<file path="config.mk">
export PLATFORM = sky130hd
export DESIGN_NAME = ibex_pmp_chan_arb
export DESIGN_NICKNAME = d
export VERILOG_FILES = /design/src/rtl/ibex_pmp_chan_arb.sv
export SDC_FILE = /design/constraint.sdc
export NUM_CORES = 1
export LEC_CHECK = 0
export CAP_MARGIN = 0
export CELL_PAD_IN_SITES_DETAIL_PLACEMENT = 1
export CELL_PAD_IN_SITES_GLOBAL_PLACEMENT = 1
export CORE_MARGIN = 4
export CORE_UTILIZATION = 34
export CTS_BUF_LIST = sky130_fd_sc_hd__clkbuf_2 sky130_fd_sc_hd__clkbuf_4 sky130_fd_sc_hd__clkbuf_8
export DETAILED_ROUTE_END_ITERATION = 6
export MAX_ROUTING_LAYER = met4
export PLACE_DENSITY_LB_ADDON = 0.1
export SETUP_SLACK_MARGIN = 0.4
export SYNTH_ARGS = -nofsm -noshare
export SYNTH_HDL_FRONTEND = slang
export SYNTH_SLANG_ARGS = --single-unit
</file>
<file path="constraint.sdc">
create_clock -name clk_i -period 5.2 [get_ports clk_i]
set_clock_uncertainty 0.05 [all_clocks]
set_input_delay 0.52 -clock clk_i [delete_from_list [all_inputs] [get_ports clk_i]]
set_output_delay 0.52 -clock clk_i [all_outputs]
set_load 0.02 [all_outputs]
</file>
<file path="src/rtl/ibex_pmp_chan_arb.sv">
// ibex_pmp_chan_arb
// Shares one PMP check channel between the instruction-fetch (I) and
// load/store (D) requesters. One request is accepted at a time. The checker
// inputs (pmp_*_o) are driven from latched state. The checker's combinational
// error result is sampled in CHECK, and also in CHECK2 for word-crossing D
// accesses. The merged result is returned as a one-cycle response pulse.
//
// Ports:
//   clk_i, rst_i                 clock, synchronous active-high reset
//   ireq_*                       I-side request (valid/ready/addr/priv)
//   dreq_*                       D-side request (valid/ready/addr/type/priv/split)
//   irsp_*, drsp_*               response pulse + error flag per requester
//   flush_i                      cancels an outstanding I-side check
//   pmp_addr_o/type_o/priv_o     checker channel inputs
//   pmp_err_i                    checker error for the current pmp_*_o

package ibex_pkg;
    typedef enum logic [1:0] {
        PRIV_LVL_U = 2'b00,
        PRIV_LVL_S = 2'b01,
        PRIV_LVL_H = 2'b10,
        PRIV_LVL_M = 2'b11
    } priv_lvl_e;

    typedef enum logic [1:0] {
        PMP_ACC_EXEC  = 2'b00,
        PMP_ACC_WRITE = 2'b01,
        PMP_ACC_READ  = 2'b10
    } pmp_req_e;
endpackage

module ibex_pmp_chan_arb #(
    parameter int unsigned StarveLimit = 4
) (
    input  logic                 clk_i,
    input  logic                 rst_i,
    input  logic                 ireq_valid_i,
    output logic                 ireq_ready_o,
    input  logic [33:0]          ireq_addr_i,
    input  ibex_pkg::priv_lvl_e  ireq_priv_i,
    input  logic                 dreq_valid_i,
    output logic                 dreq_ready_o,
    input  logic [33:0]          dreq_addr_i,
    input  ibex_pkg::pmp_req_e   dreq_type_i,
    input  ibex_pkg::priv_lvl_e  dreq_priv_i,
    input  logic                 dreq_split_i,
    output logic                 irsp_valid_o,
    output logic                 irsp_err_o,
    output logic                 drsp_valid_o,
    output logic                 drsp_err_o,
    input  logic                 flush_i,
    output logic [33:0]          pmp_addr_o,
    output ibex_pkg::pmp_req_e   pmp_type_o,
    output ibex_pkg::priv_lvl_e  pmp_priv_o,
    input  logic                 pmp_err_i
);
    import ibex_pkg::*;

    localparam logic [3:0] StarveMax = 4'(StarveLimit);

    typedef enum logic [1:0] {
        ST_IDLE   = 2'b00,
        ST_CHECK  = 2'b01,
        ST_CHECK2 = 2'b10,
        ST_RESP   = 2'b11
    } state_e;

    state_e      state_q, state_d;
    logic [33:0] addr_q, addr_d;
    pmp_req_e    type_q, type_d;
    priv_lvl_e   priv_q, priv_d;
    logic        split_q, split_d;
    logic        own_d_q, own_d_d;     // 1: D-side owns the operation
    logic        err_q, err_d;
    logic        last_d_q, last_d_d;   // 1: last grant went to the D-side
    logic [3:0]  starve_q, starve_d;

    logic        grant_ok_s;
    logic        starve_hit_s;
    logic        gnt_i_s;
    logic        gnt_d_s;
    logic        flush_own_s;

    // Grant arbitration: round-robin on ties, starvation override for the I-side.
    always_comb begin
        grant_ok_s   = (state_q == ST_IDLE) || (state_q == ST_RESP);
        starve_hit_s = (starve_q >= StarveMax);
        gnt_i_s      = 1'b0;
        gnt_d_s      = 1'b0;
        if (!grant_ok_s) begin
            gnt_i_s = 1'b0;
            gnt_d_s = 1'b0;
        end else if (ireq_valid_i && dreq_valid_i) begin
            if (starve_hit_s || last_d_q) begin
                gnt_i_s = 1'b1;
            end else begin
                gnt_d_s = 1'b1;
            end
        end else begin
            gnt_i_s = ireq_valid_i;
            gnt_d_s = dreq_valid_i;
        end
    end

    // Next-state, request latching, error accumulation and starvation tracking.
    always_comb begin
        state_d     = state_q;
        addr_d      = addr_q;
        type_d      = type_q;
        priv_d      = priv_q;
        split_d     = split_q;
        own_d_d     = own_d_q;
        err_d       = err_q;
        last_d_d    = last_d_q;
        starve_d    = starve_q;
        flush_own_s = flush_i && !own_d_q;

        case (state_q)
            ST_IDLE, ST_RESP: begin
                if (gnt_i_s || gnt_d_s) begin
                    state_d = ST_CHECK;
                end else begin
                    state_d = ST_IDLE;
                end
            end
            ST_CHECK: begin
                err_d = pmp_err_i;
                if (flush_own_s) begin
                    state_d = ST_IDLE;
                end else if (split_q) begin
                    state_d = ST_CHECK2;
                    // Next word; the 32-bit word index wraps naturally.
                    addr_d  = {addr_q[33:2] + 32'd1, 2'b00};
                end else begin
                    state_d = ST_RESP;
                end
            end
            ST_CHECK2: begin
                err_d = err_q | pmp_err_i;
                if (flush_own_s) begin
                    state_d = ST_IDLE;
                end else begin
                    state_d = ST_RESP;
                end
            end
            default: begin
                state_d = ST_IDLE;
            end
        endcase

        if (gnt_i_s) begin
            addr_d   = ireq_addr_i;
            type_d   = PMP_ACC_EXEC;
            priv_d   = ireq_priv_i;
            split_d  = 1'b0;
            own_d_d  = 1'b0;
            last_d_d = 1'b0;
            starve_d = 4'd0;
        end else if (gnt_d_s) begin
            addr_d   = dreq_addr_i;
            type_d   = dreq_type_i;
            priv_d   = dreq_priv_i;
            split_d  = dreq_split_i;
            own_d_d  = 1'b1;
            last_d_d = 1'b1;
            if (!ireq_valid_i) begin
                starve_d = 4'd0;
            end else if (starve_hit_s) begin
                starve_d = starve_q;
            end else begin
                starve_d = starve_q + 4'd1;
            end
        end else begin
            last_d_d = last_d_q;
        end
    end

    // State and latched-request registers with synchronous reset.
    always_ff @(posedge clk_i) begin
        if (rst_i) begin
            state_q  <= ST_IDLE;
            addr_q   <= 34'd0;
            type_q   <= PMP_ACC_READ;
            priv_q   <= PRIV_LVL_M;
            split_q  <= 1'b0;
            own_d_q  <= 1'b0;
            err_q    <= 1'b0;
            last_d_q <= 1'b1;
            starve_q <= 4'd0;
        end else begin
            state_q  <= state_d;
            addr_q   <= addr_d;
            type_q   <= type_d;
            priv_q   <= priv_d;
            split_q  <= split_d;
            own_d_q  <= own_d_d;
            err_q    <= err_d;
            last_d_q <= last_d_d;
            starve_q <= starve_d;
        end
    end

    assign ireq_ready_o = gnt_i_s;
    assign dreq_ready_o = gnt_d_s;

    // Responses decode straight from registered state; error is gated so it
    // only ever reads high alongside its valid pulse.
    assign irsp_valid_o = (state_q == ST_RESP) && !own_d_q;
    assign drsp_valid_o = (state_q == ST_RESP) && own_d_q;
    assign irsp_err_o   = irsp_valid_o && err_q;
    assign drsp_err_o   = drsp_valid_o && err_q;

    assign pmp_addr_o = addr_q;
    assign pmp_type_o = type_q;
    assign pmp_priv_o = priv_q;

endmodule

</file>
# After elaboration in Yosys (flattened, before gate mapping)
# Index checks and enable logic that the tools add are counted.
dict set report word_totals {
  reg_bits 48
}
dict set report op_classes {
  n_lt_le_gt_ge 1
  n_reduce_logical 19
  n_addsub 2
  eq_ne 5
  bitwise 1
  mux 25
}
# operator n
set ops {}
lappend ops {{2-to-1 mux 34 bit} 5}
lappend ops {{adder 32 x 1 -> 32 bit (second input constant)} 1}
lappend ops {{2-to-1 mux 2 bit} 6}
lappend ops {{2-to-1 mux 1 bit} 10}
lappend ops {{2-to-1 mux 4 bit} 2}
lappend ops {{logical AND 1 bit} 6}
lappend ops {{one-hot mux 2 bit (3 select lines)} 1}
lappend ops {{nonzero test 3 bit} 2}
lappend ops {{adder 4 x 1 -> 4 bit (second input constant)} 1}
lappend ops {{== test 2 bit (second input constant)} 2}
lappend ops {{>= comparator 4 x 3 -> 1 bit (second input constant)} 1}
lappend ops {{nonzero test 2 bit} 2}
lappend ops {{OR reduction 2 bit} 2}
lappend ops {{logical OR 1 bit} 3}
lappend ops {{inequality test 3 bit (second input constant)} 1}
lappend ops {{AND reduction 3 bit} 1}
lappend ops {{== test 2 x 1 -> 1 bit (second input constant)} 1}
lappend ops {{zero test 2 bit} 1}
lappend ops {{inequality test 2 bit (second input constant)} 1}
lappend ops {{one-hot mux 1 bit (2 select lines)} 1}
lappend ops {{AND reduction 2 bit} 1}
lappend ops {{zero test 1 bit} 1}
lappend ops {{bitwise OR 1 bit} 1}

# Logic depth before layout (Yosys ltp)
dict set report logic_depth {
  depth_word 8
  mapped_depth 12
  mapped_depth_nobuf 8
}

# Worst setup path after synthesis
# No wires, ideal clock.
dict set report synth_path {
  kind {register to output}
  start {register state_q[0]}
  end {output ireq_ready_o}
  t_arrival_ns 1.782
  t_required_ns 4.630
  path_buffers 4
  slack_ns 2.848
  stages_incl_launch_ff 10
  cell_sequence {dfxtp_1 -> inv_1 -> ha_1 -> clkbuf_1 -> nand2_1 -> or2_1 -> buf_2 -> inv_2 -> buf_2 -> buf_2}
}
dict set report synth_between {
  elab_chain_cells 3
}
# item line
set synth_rtl {}
lappend synth_rtl {{start, declared} 68} ;# state_e state_q, state_d;
lappend synth_rtl {{start signal, assigned} 191} ;# state_q <= state_d;
lappend synth_rtl {{== test 2 bit or zero test 2 bit (tied branches)} 86} ;# grant_ok_s = (state_q == ST_IDLE) || (state_q == ST_RESP);
lappend synth_rtl {{logical OR 1 bit *} 86}
lappend synth_rtl {{2-to-1 mux 1 bit *} 90} ;# if (!grant_ok_s) begin
lappend synth_rtl {{end, declared} 38} ;# output logic ireq_ready_o,
# Every way passes the cells marked *; elsewhere a longest branch is shown, timed or not.

# Final worst setup path
dict set report layout_path {
  start {register state_q[0]}
  end {output dreq_ready_o}
}
dict set report layout_between {
  elab_chain_cells 3
}
# item line
set layout_rtl {}
lappend layout_rtl {{== test 2 bit or zero test 2 bit (tied branches)} 86}
lappend layout_rtl {{logical OR 1 bit *} 86}
lappend layout_rtl {{2-to-1 mux 1 bit *} 90}
lappend layout_rtl {{end, declared} 42} ;# output logic dreq_ready_o,
# Marks and branches as above.

==> results.ini <==
[global_route]
grt_pass1_wl_mm = 17.31
overflow = 0
grt_pass1_vias = 3427
antenna_found_initial = 0
grt_use_total_pct = 21.37
grt_max_degree = 46

[placement]
dp.final_hpwl_mm = 7.793
gp_congestion = 0.8277
dp_slack_ns = 1.903
placed_cells = 574
placement.io_buffers = 124
place_area_mm2 = 0.004268

[floorplan]
die_h_um = 101.5
die_area_mm2 = 0.01031
pin_count = 125
die_x_um = 101.5
start_util_pct = 35.50
core-area_mm2 = 0.008382
placementRows = 33

[cts]
cts_hold_buf = 0
numCtsBuffers = 5
postCtsSetupBuffers = 0
clkTransAtPathRegs_ns = 0.09
cts_repair_resize_count = 0
cts_tree = built
cts_sinks = 48
ctsRootBufferMaster = clkbuf_8
clock_path_buffers = 2
clkLatencyLatePin_ns = 0.30
cts_htree_levels = 2

[timing]
worst_slack_ns = 1.944
rsz0062_at_grt = no
fin_crit_sh_pct = 62.62
drv_slew = 0
max_freq_mhz = 307.1
setup_viol = 0
worstMarginPinSlew_ns = 1.178
period_needed_ns = 3.256
relSlewSlack_pct = 21.19
hold_viol_final = 0
setup_tns_ns = 0

[setup_path]
cp-start-kind = flip-flop
endpoint_kind = primary output
required_ns = 4.63
reg2reg_depth = 7
crit_path_max_fanout = 34
cp_data_arrival_time_ns = 2.69
critPathKind = reg2out

[route]
drtPass1Iterations = 5
wire_per_inst_um = 18.40
first_iter_violations = 107
ant_nets = 0
drt-total-wl_mm = 10.69
drcViolationCount = 0
vias = 3260
vias_per_cell = 5.611

[layout]
design_area_mm2 = 0.004364
layout.cells.most_common = clkdlybuf4s50_1
final_cell_mix = clkdlybuf4s50_1, dfxtp_1, nor2_1
final_cells = 581
drive_gt1_share_pct = 6.092
num-nets-final = 562
syn_to_final_growth_pct = 46.68
multi_input_area_mm2 = 0.001887
diodes = 0
n_fill_cell = 1025
seqCellArea_um2 = 960.9

[synth]
synth_compound_area_share_pct = 25.99
dominantRegCellSynth = dfxtp_1
synth_edf_count = 0
netlist_area_mm2 = 0.002975
synth_top_family_by_area = simple AND/OR/NAND/NOR gates
synth_xor_area_share_pct = 6.476
synthAdderAreaFrac_pct = 2.103
syn_avg_cell_area_um2 = 8.129
yosys_register_bits = 48
synth_seq_area_share_pct = 32.30
async_flop_share_pct = 0
synthDistinctLibCells = 58
synth_nets = 452
syn_inst = 366
synthSimpleGateAreaFrac_pct = 27.63
ys_warn_count = 0
yosys-mux-area-fraction_pct = 1.009

[power_and_ir_drop]
peakVddDrop_uv = 124.7
leakagePower_nw = 1.622
p_per_area_mw_per_mm2 = 265.4

[job]
drv_cap = 0

[min_path]
hold_class = reg2reg
hold_depth = 1

[outcome]
status = complete, no violations

[worst max-delay path: stages (launching register included)]
cell and delay, ns:
dfxtp_1 0.37, inv_1 0.06, ha_1 0.42, nand2_1 0.07, or2_1 0.22, buf_4 0.24, inv_2 0.32, clkdlybuf4s50_1 0.68
[path summary, 6_finish.rpt]
| path | to | slack [ns] | start |
|---|---|---|---|
| max reg2reg | pmp_addr_o[19] | 2.18 | state_q[0] |
| max | dreq_ready_o | 1.94 | state_q[0] |
| min reg2reg | pmp_priv_o[1] | 0.43 | pmp_priv_o[1] |
| min | pmp_priv_o[1] | 0.43 | pmp_priv_o[1] |
[registers in the layout (all words and copies together), names as in the netlist]
| register | flops |
|---|---|
| starve_q | 4 |
| last_d_q | 1 |
| pmp_addr_o | 34 |
| split_q | 1 |
| state_q | 2 |
| pmp_priv_o | 2 |
| pmp_type_o | 2 |
| err_q | 1 |
| own_d_q | 1 |
[metal layers]
metal	vias to the layer above	part of all wire [%]	routed length [um]	global-route usage, %
li1	1589	-	-	-
met1	1563	45	4820	26.84
met2	101	48	5121	36.12
met3	7	6.3	674	4.408
met4	0	0.72	77	3.170
met5	-	0	0	-
[stage by stage]
| step | power [mW] | hold WS, ns | util, % |
|---|---|---|---|
| final | 1.158 | 0.4279 | 52.07 |
| after global routing | 1.234 | 0.4693 | 52.07 |
| after CTS | 1.173 | 0.4348 | 52.07 |
| after detailed placement | 0.9225 | 0.4070 | 50.92 |
| after global placement | 0.9102 | 0.4014 | 50.92 |
| after floorplan | 0.7140 | 0.4007 | - |
[report_power, final]
| part | leakage [nW] | switching (mW) | internal (mW) |
|---|---|---|---|
| registers | 0.396 | 0.0713 | 0.412 |
| clock network | 0.0503 | 0.128 | 0.119 |
| logic | 1.18 | 0.215 | 0.214 |
[final cells by class]
class | instances | area share, %
multi-input combinational | 286 | 43.23
timing repair buffer | 127 | 28.84
sequential | 48 | 22.02
tap | 105 | 3.010
clock buffer | 7 | 2.208
inverter | 8 | 0.6881
[synth_stat cells, types with 11 or more instances]
cell type / number / share of area (%)
a211oi_1: 12 / 3.0
o22ai_1: 12 / 2.5
clkbuf_1: 13 / 1.6
buf_2: 11 / 1.9
a21oi_1: 28 / 4.7
nand2_1: 26 / 3.3
nand3_1: 12 / 2.0
nor3_1: 12 / 2.0
o21ai_0: 11 / 1.9
xor2_1: 13 / 3.8
dfxtp_1: 48 / 32
nor2_1: 39 / 4.9
[kinds of logic after synthesis]
group	after synthesis
AND/OR/NAND/NOR	145
buffers and inverters	32
multiplexers	3
XOR/XNOR	22
adder cells (fa/ha/maj)	5
AO/OA/AOI/OAI	111
flip-flops	48
Note: power is estimated with default switching activity, not from simulation.
